--- config.mk ---
export PLATFORM = sky130hd
export DESIGN_NAME = jtcps1_sndrom_arb
export DESIGN_NICKNAME = d
export VERILOG_FILES = /design/src/rtl/jtcps1_sndrom_arb.sv
export SDC_FILE = /design/constraint.sdc
export NUM_CORES = 1
export LEC_CHECK = 0
export ABC_AREA = 1
export ABC_CLOCK_PERIOD_IN_PS = 3000
export CORE_ASPECT_RATIO = 2
export CORE_UTILIZATION = 45
export DETAILED_ROUTE_END_ITERATION = 8
export PLACE_DENSITY = 0.73
export SETUP_SLACK_MARGIN = 0.5
export SYNTH_ARGS = -nofsm -noshare
export SYNTH_HDL_FRONTEND = slang
export SYNTH_SLANG_ARGS = --single-unit
--- constraint.sdc ---
create_clock -name clk -period 3 [get_ports clk]
set_input_delay 0.6 -clock clk [delete_from_list [all_inputs] [get_ports clk]]
set_output_delay 0.6 -clock clk [all_outputs]
set_load 0.02 [all_outputs]
--- src/rtl/jtcps1_sndrom_arb.sv ---
// Sound ROM arbiter: shares one SDRAM read slot between the Z80 program ROM and the ADPCM ROM.
// Each requester has a one-entry cache (last address, data byte, valid bit). A miss issues a
// level request to the SDRAM slot; the slot answers with an ack pulse and later a data pulse.
//
// Ports:
//   clk, rst          48 MHz clock, synchronous active-high reset
//   z80_addr/cs       Z80 ROM byte address and level read request
//   z80_data/ok       cached Z80 byte and hit indication (combinational)
//   pcm_addr/cs       ADPCM ROM byte address and level read request
//   pcm_data/ok       cached ADPCM byte and hit indication (combinational)
//   sdram_addr/req    registered byte address and level request to the SDRAM slot
//   sdram_ack         slot accepted the request (one-cycle pulse)
//   sdram_dst         sdram_data valid (one-cycle pulse)
//   sdram_data        read data from the slot
module jtcps1_sndrom_arb #(
  parameter logic [19:0] PCM_BASE  = 20'h10000,
  parameter logic        SWAP_BYTE = 1'b0
) (
  input  logic        clk,
  input  logic        rst,

  input  logic [15:0] z80_addr,
  input  logic        z80_cs,
  output logic [7:0]  z80_data,
  output logic        z80_ok,

  input  logic [17:0] pcm_addr,
  input  logic        pcm_cs,
  output logic [7:0]  pcm_data,
  output logic        pcm_ok,

  output logic [19:0] sdram_addr,
  output logic        sdram_req,
  input  logic        sdram_ack,
  input  logic        sdram_dst,
  input  logic [7:0]  sdram_data
);

  typedef enum logic [1:0] {StIdle, StReq, StWait} state_e;

  state_e      state_q, state_d;

  logic        z80_valid_q;
  logic [15:0] z80_last_q;
  logic [7:0]  z80_data_q;
  logic        pcm_valid_q;
  logic [17:0] pcm_last_q;
  logic [7:0]  pcm_data_q;

  logic        owner_pcm_q;     // owner of the transfer in flight: 1 = PCM, 0 = Z80
  logic        last_pcm_q;      // requester granted most recently: 1 = PCM, 0 = Z80
  logic [17:0] addr_q;          // requester-side address latched at grant
  logic [19:0] sdram_addr_q;

  logic        z80_pend, pcm_pend;
  logic        grant, grant_pcm;
  logic        fill;
  logic [19:0] pcm_sdram_addr;
  logic [19:0] grant_addr;

  // Hits are gated by rst so both ok outputs are low for the whole reset assertion,
  // including the first cycle before the valid bits have been cleared.
  assign z80_ok   = ~rst & z80_cs & z80_valid_q & (z80_addr == z80_last_q);
  assign pcm_ok   = ~rst & pcm_cs & pcm_valid_q & (pcm_addr == pcm_last_q);
  assign z80_data = z80_data_q;
  assign pcm_data = pcm_data_q;

  assign z80_pend = z80_cs & ~z80_ok;
  assign pcm_pend = pcm_cs & ~pcm_ok;

  assign sdram_req  = (state_q == StReq);
  assign sdram_addr = sdram_addr_q;

  // 20-bit sum wraps naturally modulo 2^20.
  assign pcm_sdram_addr = PCM_BASE + {2'd0, pcm_addr};
  assign grant_addr     = (grant_pcm ? pcm_sdram_addr : {4'd0, z80_addr}) ^ {19'd0, SWAP_BYTE};

  assign fill = (state_q == StWait) & sdram_dst;

  always_comb begin
    state_d   = state_q;
    grant     = 1'b0;
    grant_pcm = 1'b0;
    unique case (state_q)
      StIdle: begin
        if (z80_pend || pcm_pend) begin
          grant     = 1'b1;
          // On contention the requester not granted last wins.
          grant_pcm = pcm_pend & (~z80_pend | ~last_pcm_q);
          state_d   = StReq;
        end
      end
      StReq: begin
        if (sdram_ack) state_d = StWait;
      end
      StWait: begin
        if (sdram_dst) state_d = StIdle;
      end
      default: state_d = StIdle;
    endcase
  end

  always_ff @(posedge clk) begin
    if (rst) begin
      state_q      <= StIdle;
      z80_valid_q  <= 1'b0;
      z80_last_q   <= '0;
      z80_data_q   <= '0;
      pcm_valid_q  <= 1'b0;
      pcm_last_q   <= '0;
      pcm_data_q   <= '0;
      owner_pcm_q  <= 1'b0;
      last_pcm_q   <= 1'b0;
      addr_q       <= '0;
      sdram_addr_q <= '0;
    end else begin
      state_q <= state_d;
      if (grant) begin
        owner_pcm_q  <= grant_pcm;
        last_pcm_q   <= grant_pcm;
        addr_q       <= grant_pcm ? pcm_addr : {2'd0, z80_addr};
        sdram_addr_q <= grant_addr;
      end
      // The fill uses the address latched at grant, so a requester that moved on while the
      // transfer was in flight simply misses again afterwards.
      if (fill) begin
        if (owner_pcm_q) begin
          pcm_data_q  <= sdram_data;
          pcm_last_q  <= addr_q;
          pcm_valid_q <= 1'b1;
        end else begin
          z80_data_q  <= sdram_data;
          z80_last_q  <= addr_q[15:0];
          z80_valid_q <= 1'b1;
        end
      end
    end
  end

endmodule

**After elaboration in Yosys (flattened, before gate mapping)**

Index checks and enable logic that the tools add are counted.

- Add/sub/neg operators: 1
- Multiply operators: 0
- Equal/unequal tests: 7
- Reductions and logical operators: 5
- Order comparisons: 0
- Shift-type cells: 0
- Multiplexer cells: 10
- Divide/modulo/power cells: 0
- Bitwise operators: 16

Operators with widths:

| cell | count |
|---|---|
| adder 17 x 18 -> 19 bit (first input constant) | 1 |
| two-way mux 19 bit | 1 |
| == test 18 bit | 1 |
| two-way mux 18 bit | 1 |
| == test 16 bit | 1 |
| AND 1 bit | 10 |
| two-way mux 2 bit | 3 |
| one-hot mux 2 bit (3 select lines) | 1 |
| inverter 1 bit | 5 |
| two-way mux 1 bit | 4 |
| inequality test 2 bit (second input constant) | 2 |
| AND reduction 2 bit | 2 |
| AND reduction 3 bit | 1 |
| == test 2 x 1 -> 1 bit (second input constant) | 1 |
| == test 2 bit (second input constant) | 1 |
| zero test 2 bit | 1 |
| inequality test 2 x 1 -> 1 bit (second input constant) | 1 |
| logical OR 1 bit | 1 |
| bitwise OR 1 bit | 1 |

- Bits in latches: 0
- Memories: 0
- Memory bits (writable): 0
- Register bits after elaboration: 93
- Output and inout bits: 39
- Bits in read-only memories: 0
- Input bits: 48
- Word-level logic and storage cells: 49

**Logic depth before layout (Yosys ltp)**

- Word-level depth: 12
- Gate-level depth with buffers: 14
- Gate-level depth less buffers: 13

**Worst setup path before layout**

Ideal clock, no wire load.

- Kind: input -> output
- From: in rst
- To: out z80_ok
- Path buffers: 1
- Arrival time: 1.764 ns
- Setup slack: 0.636 ns
- Stages on the path: 4
- Data required time: 2.400 ns
- Cell sequence: clkbuf_1 nor4_1 nand3_1 nor4_1

- Cells in the longest elaborated chain, start to end: 4

Ends and longest elaborated chain:

| what | RTL line | RTL |
|---|---|---|
| from (decl) | 20 | `input logic rst,` |
| inverter 1 bit | 63 | `assign z80_ok = ~rst & z80_cs & z80_valid_q & (z80_addr == z80_last_q);` |
| AND 1 bit (3 in series) | 63 |  |
| to (decl) | 25 | `output logic z80_ok,` |

Every way passes these cells.

**Worst setup path after layout**

- From: in z80_addr[12]
- To: out z80_ok

- Cells in the longest elaborated chain, start to end: 2

Ends and longest elaborated chain:

| what | RTL line | RTL |
|---|---|---|
| from (decl) | 22 | `input logic [15:0] z80_addr,` |
| == test 16 bit | 63 |  |
| AND 1 bit | 63 |  |

Every way passes these cells.

==> results.txt <==
----------------------------------------------------
[STA]
  Transition time at the pin with the least slew margin ... between 0.5 and 0.6 ns
  Slew Limit Fails ... 0
  Period minus WS final ... around 2.5 ns
  Worst slew slack as a fraction of its limit ... 0.6183
  Endpoints failing setup ... 0
  Total negative slack ... 0 ns
  Maximum frequency from static timing analysis ... 401.5 MHz
  Final clock period utilization by the worst path ... 0.8302
  RSZ-0062 raised after global routing ... no
  Setup ws final ... 0.5093 ns
  Worst Skew ... around 0.0052 ns
  Hold violation total from the final report ... 0

[Critical path]
  Crit. End Element ... output port
  Top fanout value on the critical path ... 2
  Minimum setup slack among reg-to-reg paths ... between 1 and 1.5 ns
  Critical Setup Path Class ... in -> out
  Worst reg2reg path endpoint ... addr_q[7]
  Required arrival time at the worst endpoint ... approximately 2.4 ns
  RR Startpoint ... z80_last_q[11]
  Critical Path AT ... 1.89 ns
  Kind of start point of the critical path ... primary input
  Worst Reg2Reg Path Length in Cells ... 15

[Clock network]
  Clock root buffer ... sky130_fd_sc_hd__clkbuf_16
  Clock latency at the later pin of the worst-skew pair ... between 0.3 and 0.4 ns
  Number of CTS-inserted buffers ... 9
  Clock sink total ... between 70 and 80
  Clock tree from TritonCTS ... built
  H-Tree Depth ... 3
  Clock Path Buffers ... 2
  Clock input transition at the sequential cells of the worst setup and hold paths ... around 0.050 ns

[Floorplanning]
  Die Footprint ... 9216 um^2
  Effective utilization at floorplan ... 0.4618
  Y dimension of the die ... around 130 um
  Boundary Pins ... slightly below 90
  Row count ... 48
  Die width ... between 60 and 70 um
  Floorplan core area ... between 8000 and 9000 um^2

[Final layout]
  Most common cell after layout, fill and taps aside ... sky130_fd_sc_hd__nand2_1
  Commonest cells after routing, fill and taps aside ... sky130_fd_sc_hd__nand2_1 (116), sky130_fd_sc_hd__inv_1 (101), sky130_fd_sc_hd__dfxtp_1 (76), sky130_fd_sc_hd__nand3_1 (64), sky130_fd_sc_hd__clkdlybuf4s50_1 (58)
  Core Util, Final ... 0.6227
  Area Overhead vs Synth ... 34.83%
  Share of cells above drive strength 1 ... 0.1241
  Antenna fix cells ... 0
  Number of nets in the final layout ... approximately 730

[Status]
  Run status ... completed

[Synth]
  Synth Net Count ... 642
  Count of cell types in the netlist ... 31
  Per-instance average area after synthesis ... 6.689 um^2
  Number of flops mapped to enable cells by yosys ... 0
  Proportion of synthesized chip area in sequential cells ... 0.3836
  Most used DFF post-synth ... sky130_fd_sc_hd__dfxtp_1
  Netlist Area Pre-Place ... roughly 4000 um^2
  Number of flip-flops and latches in the synthesized netlist ... between 70 and 80
  Cells after Synth ... 593
  Ys async rst share ... 0
  Syn. warnings ... 0

[Power and ir drop]
  Leakage dissipation ... approximately 2.5 nW
  Max IR drop VDD ... around 0.38 mV
  Overall power ... between 2 and 3 mW
  Power density over the cells ... around 500 nW/um^2

[Hold path]
  Worst Hold Depth ... 2
  Hold wc startpoint ... pcm_data[7]
  Worst min-delay path endpoint ... pcm_data[7]
  Path class of the lowest-slack min-delay path ... reg -> reg

[GRT]
  Initial antenna violation count ... 0
  Remaining global-route overflow ... 0
  Via count of the first global-routing pass ... roughly 4000
  Largest net degree at the start of global routing ... 66
  Total global-route track usage ... 0.2743
  Wire length of the first global-routing pass ... about 18000 um

[Placed design]
  Post-DP HPWL ... 8391 um
  Setup Slack @ Placement ... -0.3041 ns
  PortBufs ... 85
  Weighted congestion at the end of routability-driven global placement ... between 0.9 and 1

[Detailed routing]
  Vias post-DR ... between 4000 and 5000
  Detailed-route vias per instance ... between 5 and 6
  Wirelength per Cell ... approximately 15 um
  Routed Wire Length ... about 12000 um
  Antenna violation net count after detailed routing ... 0
  Post-route DRC ... 0
  First-pass detailed-route iteration total ... 4
  Violation count after the first detailed-routing iteration ... 194

[Job]
  Total of max-cap violations ... 0

----------------------------------------------------
==> state kept, by name (all words and copies together) (netlist names) <==
| signal | cells |
|---|---|
| addr_q | 18 |
| pcm_last_q | 18 |
| z80_last_q | 16 |
| pcm_data | 8 |
| z80_data | 8 |
| sdram_addr | 3 |
| state_q | 2 |
| last_pcm_q | 1 |
| pcm_valid_q | 1 |
| z80_valid_q | 1 |
==> per-stage QoR <==
stage               cells  hold WS, ns  cell area, um^2
floorplan             593       0.4303             3966
global placement      768       0.4329             4920
detailed placement    768       0.4373             4920
CTS                   784       0.4463             5268
global route          785       0.4641             5348
finish                785       0.4417             5348
==> synthesized netlist by cell type, drive strengths merged (2+ instances only) <==
master  instances  share of area
or2             2         0.0032
clkbuf         16          0.015
a21oi          50          0.063
nand3          71          0.093
inv           111           0.11
buf            28          0.058
nand2         121           0.12
nor2           40          0.040
nor4            2         0.0032
xnor2          13          0.029
nor3            2         0.0025
nand3b          2         0.0038
dfxtp          76           0.38
o21ai          52          0.066
==> area by class of cell <==
| type | count | area, um^2 |
|---|---|---|
| Clock buffer | 15 | 267.8 |
| Clock inverter | 1 | 30.03 |
| Fill cell | 801 | 3241 |
| Inverter | 112 | 420.4 |
| Multi-Input combinational cell | 361 | 1838 |
| Sequential cell | 76 | 1521 |
| Tap cell | 100 | 125.1 |
| Timing Repair Buffer | 120 | 1145 |
==> cell families after synthesis <==
group / Yosys count / share of synthesized area
simple gates: 242 / 0.2688
buf+inv: 156 / 0.1792
compound gates: 103 / 0.1334
flops: 76 / 0.3836
xor+xnor: 14 / 0.03092
fa+ha+maj: 1 / 0.003154
other cells: 1 / 0.0009455
==> routing by layer <==
metal / part of all wire / wire length (um) / track usage
met4: 0.063 / 733 / 0.2049
met1: 0.36 / 4116 / 0.2761
met2: 0.53 / 6102 / 0.4651
met3: 0.052 / 598 / 0.06334
met5: 0 / 0 / 0
==> what timing repair did <==
item / in CTS / in global routing
buffers inserted: 0 / 1
pin swaps: 7 / 13
hold buffers: 0 / 0
endpoints found under the setup margin: 2 / 2
gates resized for setup: 35 / 25
==> worst max-delay path, stage by stage <==
cell                              delay, ns
sky130_fd_sc_hd__clkdlybuf4s15_1       0.22
sky130_fd_sc_hd__xnor2_2               0.26
sky130_fd_sc_hd__nand3_2               0.15
sky130_fd_sc_hd__nor4_4                0.15
sky130_fd_sc_hd__nand3_2               0.11
sky130_fd_sc_hd__nor4_4                0.20
sky130_fd_sc_hd__buf_4                 0.20
==> report_power, final <==
part | total [mW] | switching [mW] | internal, mW
clock | 1.09 | 0.398 | 0.691
sequential | 1.11 | 0.0481 | 1.06
combinational | 0.544 | 0.305 | 0.239
==> worst max path at each step <==
stage                             from      to  slack, ns  cells after the start
final                     z80_addr[12]  z80_ok       0.51                      7
after global routing      z80_addr[12]  z80_ok       0.45                      7
after CTS                  z80_addr[5]  z80_ok       0.42                      8
after detailed placement  z80_addr[11]  z80_ok      -0.30                      8
after global placement     z80_addr[9]  z80_ok      -0.30                      8
after floorplan                    rst  z80_ok       0.64                      4
Power figures use the tool's default switching activity.
